$ cat src/rtl/layer6_pool_result_buffer_pkg.sv
// Layer-6 shared defines: word lengths, pooled frame size, buffer states.
// Imported by the pooled result buffer and its pixel RAM.
package layer6_pool_result_buffer_pkg;

    localparam int L6_DATA_W    = 128;
    localparam int L6_ADDR_W    = 16;
    localparam int L6_POOL_ROWS = 4;
    localparam int L6_POOL_COLS = 4;

    typedef enum logic [1:0] {
        FILL,
        DONE_PULSE,
        READY
    } buf_state_e;

endpackage

$ cat src/rtl/layer6_pool_result_buffer_ram.sv
// Pooled pixel storage: synchronous write, registered synchronous read.
// Contents are never reset; a new frame overwrites them.
module pool_pixel_ram #(
    parameter int DEPTH  = 16,
    parameter int DATA_W = 128,
    parameter int IDX_W  = $clog2(DEPTH)
) (
    input  logic              clk,
    input  logic              wr_en,
    input  logic [IDX_W-1:0]  wr_idx,
    input  logic [DATA_W-1:0] wr_data,
    input  logic              rd_en,
    input  logic [IDX_W-1:0]  rd_idx,
    output logic [DATA_W-1:0] rd_data
);

    logic [DATA_W-1:0] mem [DEPTH];

    always_ff @(posedge clk) begin
        if (wr_en) begin
            mem[wr_idx] <= wr_data;
        end
        if (rd_en) begin
            rd_data <= mem[rd_idx];
        end
    end

endmodule

$ cat src/rtl/layer6_pool_result_buffer.sv
// Layer-6 pooled result buffer: fills from the pooling stage, then serves
// row/col reads to the next layer until it is released.
module layer6_pool_result_buffer
    import layer6_pool_result_buffer_pkg::*;
#(
    parameter int DATA_W = L6_DATA_W,
    parameter int ROWS   = L6_POOL_ROWS,
    parameter int COLS   = L6_POOL_COLS,
    parameter int ADDR_W = L6_ADDR_W
) (
    input  logic              clk,
    input  logic              rst,
    input  logic              save_enable,
    input  logic [ADDR_W-1:0] output_row,
    input  logic [ADDR_W-1:0] output_col,
    input  logic [DATA_W-1:0] output_data,
    input  logic              layer6_calculation_done,
    output logic              pixel_store_done,
    input  logic              read_pixel_signal,
    input  logic [ADDR_W-1:0] read_row_addr,
    input  logic [ADDR_W-1:0] read_col_addr,
    output logic [DATA_W-1:0] read_data,
    output logic              read_valid,
    input  logic              next_layer_done,
    output logic              buffer_ready,
    output logic              store_error
);

    localparam int DEPTH = ROWS * COLS;
    localparam int IDX_W = $clog2(DEPTH);
    localparam int CNT_W = $clog2(DEPTH + 1);

    localparam logic [ADDR_W-1:0] ROWS_A  = ADDR_W'(ROWS);
    localparam logic [ADDR_W-1:0] COLS_A  = ADDR_W'(COLS);
    localparam logic [CNT_W-1:0]  DEPTH_C = CNT_W'(DEPTH);

    buf_state_e        state_q, state_d;
    logic [CNT_W-1:0]  cnt_q, cnt_d;
    logic              err_set;
    logic              wr_en, rd_en;
    logic              wr_ok, rd_ok, rd_req;
    logic              rd_zero_q;
    logic [IDX_W-1:0]  wr_idx, rd_idx;
    logic [DATA_W-1:0] ram_q;

    // Range checks use the full address width before narrowing to an index.
    assign wr_ok  = (output_row < ROWS_A) && (output_col < COLS_A);
    assign rd_ok  = (read_row_addr < ROWS_A) && (read_col_addr < COLS_A);
    assign wr_idx = IDX_W'(output_row) * IDX_W'(COLS) + IDX_W'(output_col);
    assign rd_idx = IDX_W'(read_row_addr) * IDX_W'(COLS)
                  + IDX_W'(read_col_addr);
    assign rd_req = read_pixel_signal && (state_q != FILL);

    always_comb begin
        state_d = state_q;
        cnt_d   = cnt_q;
        err_set = 1'b0;
        wr_en   = 1'b0;
        rd_en   = rd_req && rd_ok;
        unique case (state_q)
            FILL: begin
                if (save_enable) begin
                    if (wr_ok) begin
                        wr_en = 1'b1;
                        if (cnt_q != DEPTH_C) begin
                            cnt_d = cnt_q + CNT_W'(1);
                        end
                    end else begin
                        err_set = 1'b1;
                    end
                end
                // The last save normally lands in the same cycle as done.
                if (layer6_calculation_done) begin
                    state_d = DONE_PULSE;
                    if (cnt_d != DEPTH_C) begin
                        err_set = 1'b1;
                    end
                end
            end
            DONE_PULSE: begin
                state_d = READY;
                if (save_enable) begin
                    err_set = 1'b1;
                end
            end
            READY: begin
                if (save_enable) begin
                    err_set = 1'b1;
                end
                if (next_layer_done) begin
                    state_d = FILL;
                    cnt_d   = '0;
                end
            end
            default: begin
                state_d = FILL;
            end
        endcase
        if (rd_req && !rd_ok) begin
            err_set = 1'b1;
        end
    end

    always_ff @(posedge clk) begin
        if (rst) begin
            state_q     <= FILL;
            cnt_q       <= '0;
            store_error <= 1'b0;
            read_valid  <= 1'b0;
            rd_zero_q   <= 1'b1;
        end else begin
            state_q    <= state_d;
            cnt_q      <= cnt_d;
            read_valid <= rd_req;
            if (err_set) begin
                store_error <= 1'b1;
            end
            if (rd_req) begin
                rd_zero_q <= !rd_ok;
            end
        end
    end

    pool_pixel_ram #(
        .DEPTH  (DEPTH),
        .DATA_W (DATA_W),
        .IDX_W  (IDX_W)
    ) u_ram (
        .clk     (clk),
        .wr_en   (wr_en),
        .wr_idx  (wr_idx),
        .wr_data (output_data),
        .rd_en   (rd_en),
        .rd_idx  (rd_idx),
        .rd_data (ram_q)
    );

    // The RAM output register is not reset; mask it until a valid read.
    assign read_data        = rd_zero_q ? '0 : ram_q;
    assign pixel_store_done = (state_q == DONE_PULSE);
    assign buffer_ready     = (state_q != FILL);

endmodule

$ cat config.mk
export PLATFORM = sky130hd
export DESIGN_NAME = layer6_pool_result_buffer
export DESIGN_NICKNAME = d
export VERILOG_FILES = /design/src/rtl/layer6_pool_result_buffer_pkg.sv /design/src/rtl/layer6_pool_result_buffer_ram.sv /design/src/rtl/layer6_pool_result_buffer.sv
export SDC_FILE = /design/constraint.sdc
export NUM_CORES = 2
export LEC_CHECK = 0
export CAP_MARGIN = 20
export CORE_ASPECT_RATIO = 1.25
export CORE_MARGIN = 4
export CORE_UTILIZATION = 57
export CTS_BUF_LIST = sky130_fd_sc_hd__clkbuf_4
export CTS_CLUSTER_SIZE = 25
export DETAILED_ROUTE_END_ITERATION = 8
export PLACE_DENSITY = 0.76
export SYNTH_ARGS = -nofsm -noshare
export SYNTH_HDL_FRONTEND = slang
export SYNTH_SLANG_ARGS = --single-unit
export TNS_END_PERCENT = 10
$ cat constraint.sdc
create_clock -name clk -period 12.1 [get_ports clk]
set_input_delay 2.42 -clock clk [delete_from_list [all_inputs] [get_ports clk]]
set_output_delay 2.42 -clock clk [all_outputs]
set_load 0.05 [all_outputs]
After elaboration in Yosys (flattened, before gate mapping)
Memories as Yosys holds them, arrays and structs flattened. A register that Yosys moved wholly into a read port is not among the register bits.
Cells that the tools add are included.
{ "totals": {"rom_bits": 0, "regBits": 10, "wordCells": 53, "ramBits": 2048, "memories": 1, "out_inout_bits": 132, "inputBits": 198, "latch_bits": 0} }
{ "classes": {"n_addsub": 3, "magnitude_cmp": 4, "eq_ne": 6, "mul": 0, "reduce_logical": 12, "muxes": 22, "bitwise": 0, "n_shift": 0, "div": 0} }
{ "memory_table": {"columns": ["name", "words", "width", "read_ports", "rd_clocked_by_memory_dff", "write_ports", "line_no", "rtl"], "rows": [
  ["u_ram.mem", 16, 128, 1, 1, 1, "layer6_pool_result_buffer_ram.sv:17", "logic [DATA_W-1:0] mem [DEPTH];"]
]} }
{ "op_table": {"columns": ["operator", "n"], "rows": [
  ["128-bit two-way mux", 1],
  ["16-bit by 3-bit less-than comparator with 1-bit output, second input constant", 4],
  ["5-bit two-way mux", 5],
  ["1-bit two-way mux", 11],
  ["5-bit != test, second input constant", 2],
  ["5-bit case mux with 2 select lines", 1],
  ["4-bit adder", 2],
  ["2-bit case mux with 3 select lines", 1],
  ["5-bit by 1-bit adder with 5-bit output, second input constant", 1],
  ["1-bit logical AND", 5],
  ["2-bit two-way mux", 2],
  ["2-bit != test, second input constant", 2],
  ["2-bit AND reduction", 2],
  ["2-bit nonzero test", 2],
  ["2-bit by 1-bit == test with 1-bit output, second input constant", 1],
  ["2-bit == test, second input constant", 1],
  ["2-bit logical NOT", 1],
  ["1-bit case mux with 2 select lines", 1],
  ["2-bit OR reduction", 1],
  ["1-bit logical NOT", 1]
]} }

Logic depth before layout (Yosys ltp)
{ "logic_depth": {"ltp_word": 10, "depth_mapped": 8, "ltp_nobuf": 8} }

Cells and area by module
From an unflattened synthesis, not the netlist that was laid out.
{ "hier_totals": {"cells_unflattened": 3613, "hier_area_um2": 82501.6} }
{ "modules_own_cells": {"columns": ["module", "n_inst", "seq_area_each_um2", "cells_per_inst", "area_each_um2"], "rows": [
  ["pool_pixel_ram", 1, 65342.7, 3357, 80723.7],
  ["layer6_pool_result_buffer", 1, 200.2, 256, 1778.0]
]} }

Least setup slack after synthesis
No wires, ideal clock.
{ "synth_timing": {"path_type": "input to register", "start": "input output_col[15]", "end": "memory u_ram.mem[8][0], enable pin", "cell_stages": 6, "setup_ns": 0.774, "path_slack_ns": -0.925, "arrival_ns": 12.251, "path_buffers": 0, "t_required_ns": 11.326, "cell_sequence": "nor4_2 > nand4_2 > nor4_4 > nor2b_1 > nand2_1 > nor3_1"} }
{ "synth_between": {"elab_chain_cells": 7} }
{ "synth_lines": {"columns": ["element", "line_no", "rtl"], "rows": [
  ["start, declared", "layer6_pool_result_buffer.sv:15", "input logic [ADDR_W-1:0] output_col,"],
  ["16-bit by 3-bit less-than comparator with 1-bit output", "layer6_pool_result_buffer.sv:47", "assign wr_ok = (output_row < ROWS_A) && (output_col < COLS_A);"],
  ["1-bit logical AND", "layer6_pool_result_buffer.sv:47", null],
  ["1-bit two-way mux", "layer6_pool_result_buffer.sv:63", "if (wr_ok) begin"],
  ["1-bit two-way mux", "layer6_pool_result_buffer.sv:62", "if (save_enable) begin"],
  ["1-bit two-way mux", "layer6_pool_result_buffer.sv:60", "unique case (state_q)"],
  ["1-bit two-way mux", "layer6_pool_result_buffer_ram.sv:20", "if (wr_en) begin"],
  ["1-bit two-way mux (not written as such)", "layer6_pool_result_buffer_ram.sv:21", "mem[wr_idx] <= wr_data;"],
  ["end, declared", "layer6_pool_result_buffer_ram.sv:17", null]
]} }
No other way between the ends.

Final worst setup path
{ "layout_timing": {"start": "register rd_zero_q", "end": "output read_data[34]"} }
{ "layout_between": {"elab_chain_cells": 1} }
{ "layout_lines": {"columns": ["element", "line_no", "rtl"], "rows": [
  ["start, declared", "layer6_pool_result_buffer.sv:42", "logic rd_zero_q;"],
  ["start signal, assigned", "layer6_pool_result_buffer.sv:119", "rd_zero_q <= !rd_ok;"],
  ["128-bit two-way mux", "layer6_pool_result_buffer.sv:139", "assign read_data = rd_zero_q ? '0 : ram_q;"],
  ["end, declared", "layer6_pool_result_buffer.sv:22", "output logic [DATA_W-1:0] read_data,"]
]} }
No other way between the ends.

==> results by stage <==
Clock tree:
- In this run the number of H-tree levels came out at 5.
- The clock-pin transition on the worst setup and hold timing paths is 0.07 ns.
- The post-CTS resize count is 0.
- For the worst-skew pair, the clock arrives at the later sink with an insertion delay of between 1 and 1.5 ns.
- The number of post-CTS setup repair buffers is 0.
- TritonCTS created 493 clock buffers.
- In this run the clock root is driven by a sky130_fd_sc_hd__clkbuf_4.
- TritonCTS built the clock tree.
- Counting along the longest clock path gives a buffer depth of 4.
- The tree built by TritonCTS fans out to between 2k and 2.5k sinks.
- The number of hold-repair buffers added at the cts stage is 0.

Cells and area:
- The total area of multi-input combinational cells is 16300 um2.
- The fraction of final layout cells sized beyond drive strength 1 is 33.7%.
- At the end of the flow the core is filled with cells to 65.9%.
- The finished layout holds 6310 standard cells, fillers aside.
- The flip-flop and latch area is 65500 um2.
- The total number of nets in the final design is 4239.
- The area growth from synthesis to final layout is 14.4%.
- The filler cells instantiated in the layout total 9023.
- With fillers left out, the area of the finished cells amounts to ~94000 um2.

Route:
- The antenna violation net count after detailed routing is 0.
- For this block, the initial DRC count from the detailed router was 3938.
- The detailed router placed 38.8k vias in this run.
- Dividing the detail-routed wire length by the instance count gives 28.5 um.
- In the routed layout, each cell is associated on average with a via count of 6.15.
- In the routed design, unresolved DRC markers number 0.
- The pre-antenna-repair detailed-routing pass consisted of 5 iterations.
- The total wire length is around 180000 um.

Setup path:
- The kind of critical path is reg -> out.
- STA classifies the critical path startpoint as a register.
- In this run the worst path has a maximum fanout of 33.
- At the worst endpoint, the required time is 9.68 ns.
- The worst register-to-register path ends at u_ram.mem[5][40].
- Setup slack on the worst reg-to-reg path comes out at ~7.4 ns.
- The signal on the critical path passes through buf_4 > buf_4 > nor2b_1 > clkdlybuf4s50_1.
- The worst setup path is captured at a primary output.
- The worst flop-to-flop path startpoint is state_q[0].
- The largest single stage delay on the critical path is just over 0.9 ns.
- On the critical path, the stage with the largest delay is an instance of sky130_fd_sc_hd__clkdlybuf4s50_1.
- The signal arrival time at the worst endpoint is 3.80 ns.
- By instance count, the cell type seen most on the critical path is sky130_fd_sc_hd__buf_4.
- For the worst flop-to-flop path, the logic depth is 9.

Synth:
- The mean area per synthesized cell is 25.0 um2.
- Synthesis inferred about 2.2k register bits.
- In this run the biggest area consumer among cell types represents approximately four fifths of the synthesized area.
- The count of different cell masters after synthesis is 46.
- The sequential area share after synthesis is between 70% and 80%.
- The synthesized net count is 3511.
- The async set or reset register ratio after synthesis is 0%.
- Yosys printed 0 warnings.
- In the post-synthesis netlist, the biggest area contributors are sky130_fd_sc_hd__edfxtp_1 79%, sky130_fd_sc_hd__mux4_2 17%, sky130_fd_sc_hd__nor2b_1 1.1%.
- The cell taking the most area after synthesis is sky130_fd_sc_hd__edfxtp_1.
- The post-synthesis cell count is 3305.
- For this run, the leading register cell type out of synthesis is sky130_fd_sc_hd__edfxtp_1.
- The count of flip-flops with a built-in enable after synthesis is 2176.
- The area of the mapped netlist is slightly above 80000 um2.

Min path:
- The type of the most critical hold path is reg -> reg.
- The end point of the most critical hold path is cnt_q[4].
- The startpoint identified for the worst hold timing path is cnt_q[4].
- The number of instances on the worst hold path is 2.

Die:
- The die span in x is approximately 350 um.
- The total area inside the core boundary comes to 143000 um2.
- The initial core utilization is 57.6%.
- The floorplan die area is 151000 um2.
- The I/O pin count is 330.
- The floorplan has 155 rows.
- From bottom edge to top edge, the die measures around 430 um.

Timing:
- The worst-margin pin slew is 1.11 ns.
- The post-route worst hold slack is around 0.53 ns.
- Measured against its own limit, the worst slew margin works out to between 20% and 30%.
- The number of failing hold endpoints at the final stage is 0.
- The setup skew after layout is 0.0946 ns.
- Derived from the worst setup path, the maximum achievable clock frequency is ~160 MHz.
- The final count of pins violating max slew is 0.
- Setup repair after global routing left no endpoint under its margin.
- Counting I/O delays and the setup requirement, the final critical path takes 6.22 ns.
- Setup violations remaining at the end of the flow were counted as 0.
- In the finished design, the share of the clock period the worst path needs comes to 51.4%.

Place:
- The congestion estimate from routability-driven global placement came to 0.730.
- The number of buffer cells added on primary ports is 329.
- The cell area after placement is 88200 um2.
- The detailed placer's ending HPWL is roughly 90000 um.
- After detailed placement, the design holds a cell count of 5422.

Global routing:
- The total congestion overflow after global routing is 0.
- The via count of the first global-routing pass is slightly above 40k.
- Entering global routing, the biggest net connects 139 pins.
- The first-pass GRT wire length is between 200000 and 300000 um.
- The initial antenna violation count is 34.
- Global routing used 24.3% of the available tracks.

Status:
- The run finished with clean final reports.

Power:
- The peak supply drop is between 80 and 90 uV.
- The power density of the placed cells is 155 nW/um2.
- The leakage power is just under 30 nW.

Run:
- The tool flagged a number of max-cap violations equal to 0.
==> layer usage <==
layer,global-route usage [%],vias up,wire (um)
li1,-,16100,-
met1,33.6,20500,69200
met2,39.2,1974,90600
met3,5.74,277,15600
met4,7.85,18,3990
met5,0,-,124
==> power by group <==
group,internal (mW),leakage [nW],switching (mW)
clock,2.88,3.72,2.68
sequential,8.34,19.6,0.00128
combinational,0.344,6.25,0.377
total,11.6,29.6,3.06
==> flip-flops by register name (all words and copies together), names as in the netlist <==
name and flops:
u_ram.mem 2048, cnt_q 5, state_q 2, read_valid 1
u_ram.rd_data 128, store_error 1, rd_zero_q 1
==> stage by stage <==
step	setup slack [ns]	TNS (ns)	power, mW
2_1_floorplan	-0.924	-359.69	8.95
3_3_place_gp	5.11	0	9.23
3_5_place_dp	5.02	0	9.24
4_1_cts	5.64	0	14.8
5_1_grt	5.68	0	15.3
6_report	5.88	0	14.6
==> kinds of logic after synthesis <==
kind of cell,synth area share [%]
compound gates,0.468
xor+xnor,0.0637
flops,79.4
mux,17.2
buf+inv,1.03
simple gates,1.72
fa+ha+maj,0.121
==> placed cells by master (no fill, tap or decap), types with 6 or more instances in the layout <==
cell,instances
sky130_fd_sc_hd__edfxtp_1,2176
sky130_fd_sc_hd__clkbuf_4,732
sky130_fd_sc_hd__mux4_2,622
sky130_fd_sc_hd__clkdlybuf4s50_1,327
sky130_fd_sc_hd__nor2b_1,149
sky130_fd_sc_hd__clkinv_1,110
sky130_fd_sc_hd__buf_4,62
sky130_fd_sc_hd__a21oi_1,28
sky130_fd_sc_hd__mux2i_1,19
sky130_fd_sc_hd__a211oi_1,18
sky130_fd_sc_hd__clkinv_2,18
sky130_fd_sc_hd__diode_2,16
sky130_fd_sc_hd__nor2_4,12
sky130_fd_sc_hd__inv_1,10
sky130_fd_sc_hd__nor2_1,10
sky130_fd_sc_hd__dfxtp_1,9
sky130_fd_sc_hd__nor4_1,8
sky130_fd_sc_hd__buf_12,8
sky130_fd_sc_hd__nand2_1,7
sky130_fd_sc_hd__o21ai_0,7
sky130_fd_sc_hd__ha_1,7
sky130_fd_sc_hd__nor4_2,6
sky130_fd_sc_hd__bufinv_16,6
==> worst max path at each step <==
stage	cells past startpoint	from	end
6_report	4	rd_zero_q	read_data[34]
5_1_grt	4	rd_zero_q	read_data[34]
4_1_cts	4	rd_zero_q	read_data[34]
3_5_place_dp	9	output_col[14]	u_ram.mem[5][27]
3_3_place_gp	9	output_col[14]	u_ram.mem[5][27]
2_1_floorplan	6	output_col[15]	u_ram.mem[0][0]
==> final cells by class <==
| type | count | area share, % |
|---|---|---|
| Timing Repair Buffer | 399 | 4.16 |
| Sequential cell | 2186 | 69.4 |
| Inverter | 10 | 0.0398 |
| Tap cell | 1884 | 2.50 |
| Multi-Input combinational cell | 943 | 17.3 |
| Antenna cell | 16 | 0.0424 |
| Clock inverter | 140 | 0.751 |
| Clock buffer | 732 | 5.82 |
==> cell usage after synthesis, types with 2 or more instances <==
cell and count:
sky130_fd_sc_hd__o21ai_0 7, sky130_fd_sc_hd__nand4_1 2, sky130_fd_sc_hd__nand2_1 7, sky130_fd_sc_hd__buf_1 4
sky130_fd_sc_hd__mux4_2 622, sky130_fd_sc_hd__nand3b_1 2, sky130_fd_sc_hd__nand2b_1 3, sky130_fd_sc_hd__xor2_1 2
sky130_fd_sc_hd__nand3_1 5, sky130_fd_sc_hd__edfxtp_1 2176, sky130_fd_sc_hd__mux2i_1 19, sky130_fd_sc_hd__buf_6 6
sky130_fd_sc_hd__nor3_1 8, sky130_fd_sc_hd__xnor2_1 4, sky130_fd_sc_hd__nor2_1 22, sky130_fd_sc_hd__a211oi_1 18
sky130_fd_sc_hd__nor4_2 6, sky130_fd_sc_hd__inv_1 10, sky130_fd_sc_hd__nor2b_1 149, sky130_fd_sc_hd__nor4_1 8
sky130_fd_sc_hd__dfxtp_1 10, sky130_fd_sc_hd__buf_4 21, sky130_fd_sc_hd__nor4_4 2, sky130_fd_sc_hd__ha_1 8
sky130_fd_sc_hd__clkbuf_1 85, sky130_fd_sc_hd__buf_2 50, sky130_fd_sc_hd__a21oi_1 28, sky130_fd_sc_hd__or4_1 3
==> worst max-delay path: cells and delay by family, from the launching register on <==
| family | cells | cell delay (ns) |
|---|---|---|
| buffers and inverters | 3 | 1.50 |
| and+or+nand+nor | 1 | 0.48 |
| DFF | 1 | 0.43 |
Note: power is estimated with default switching activity, not from simulation.
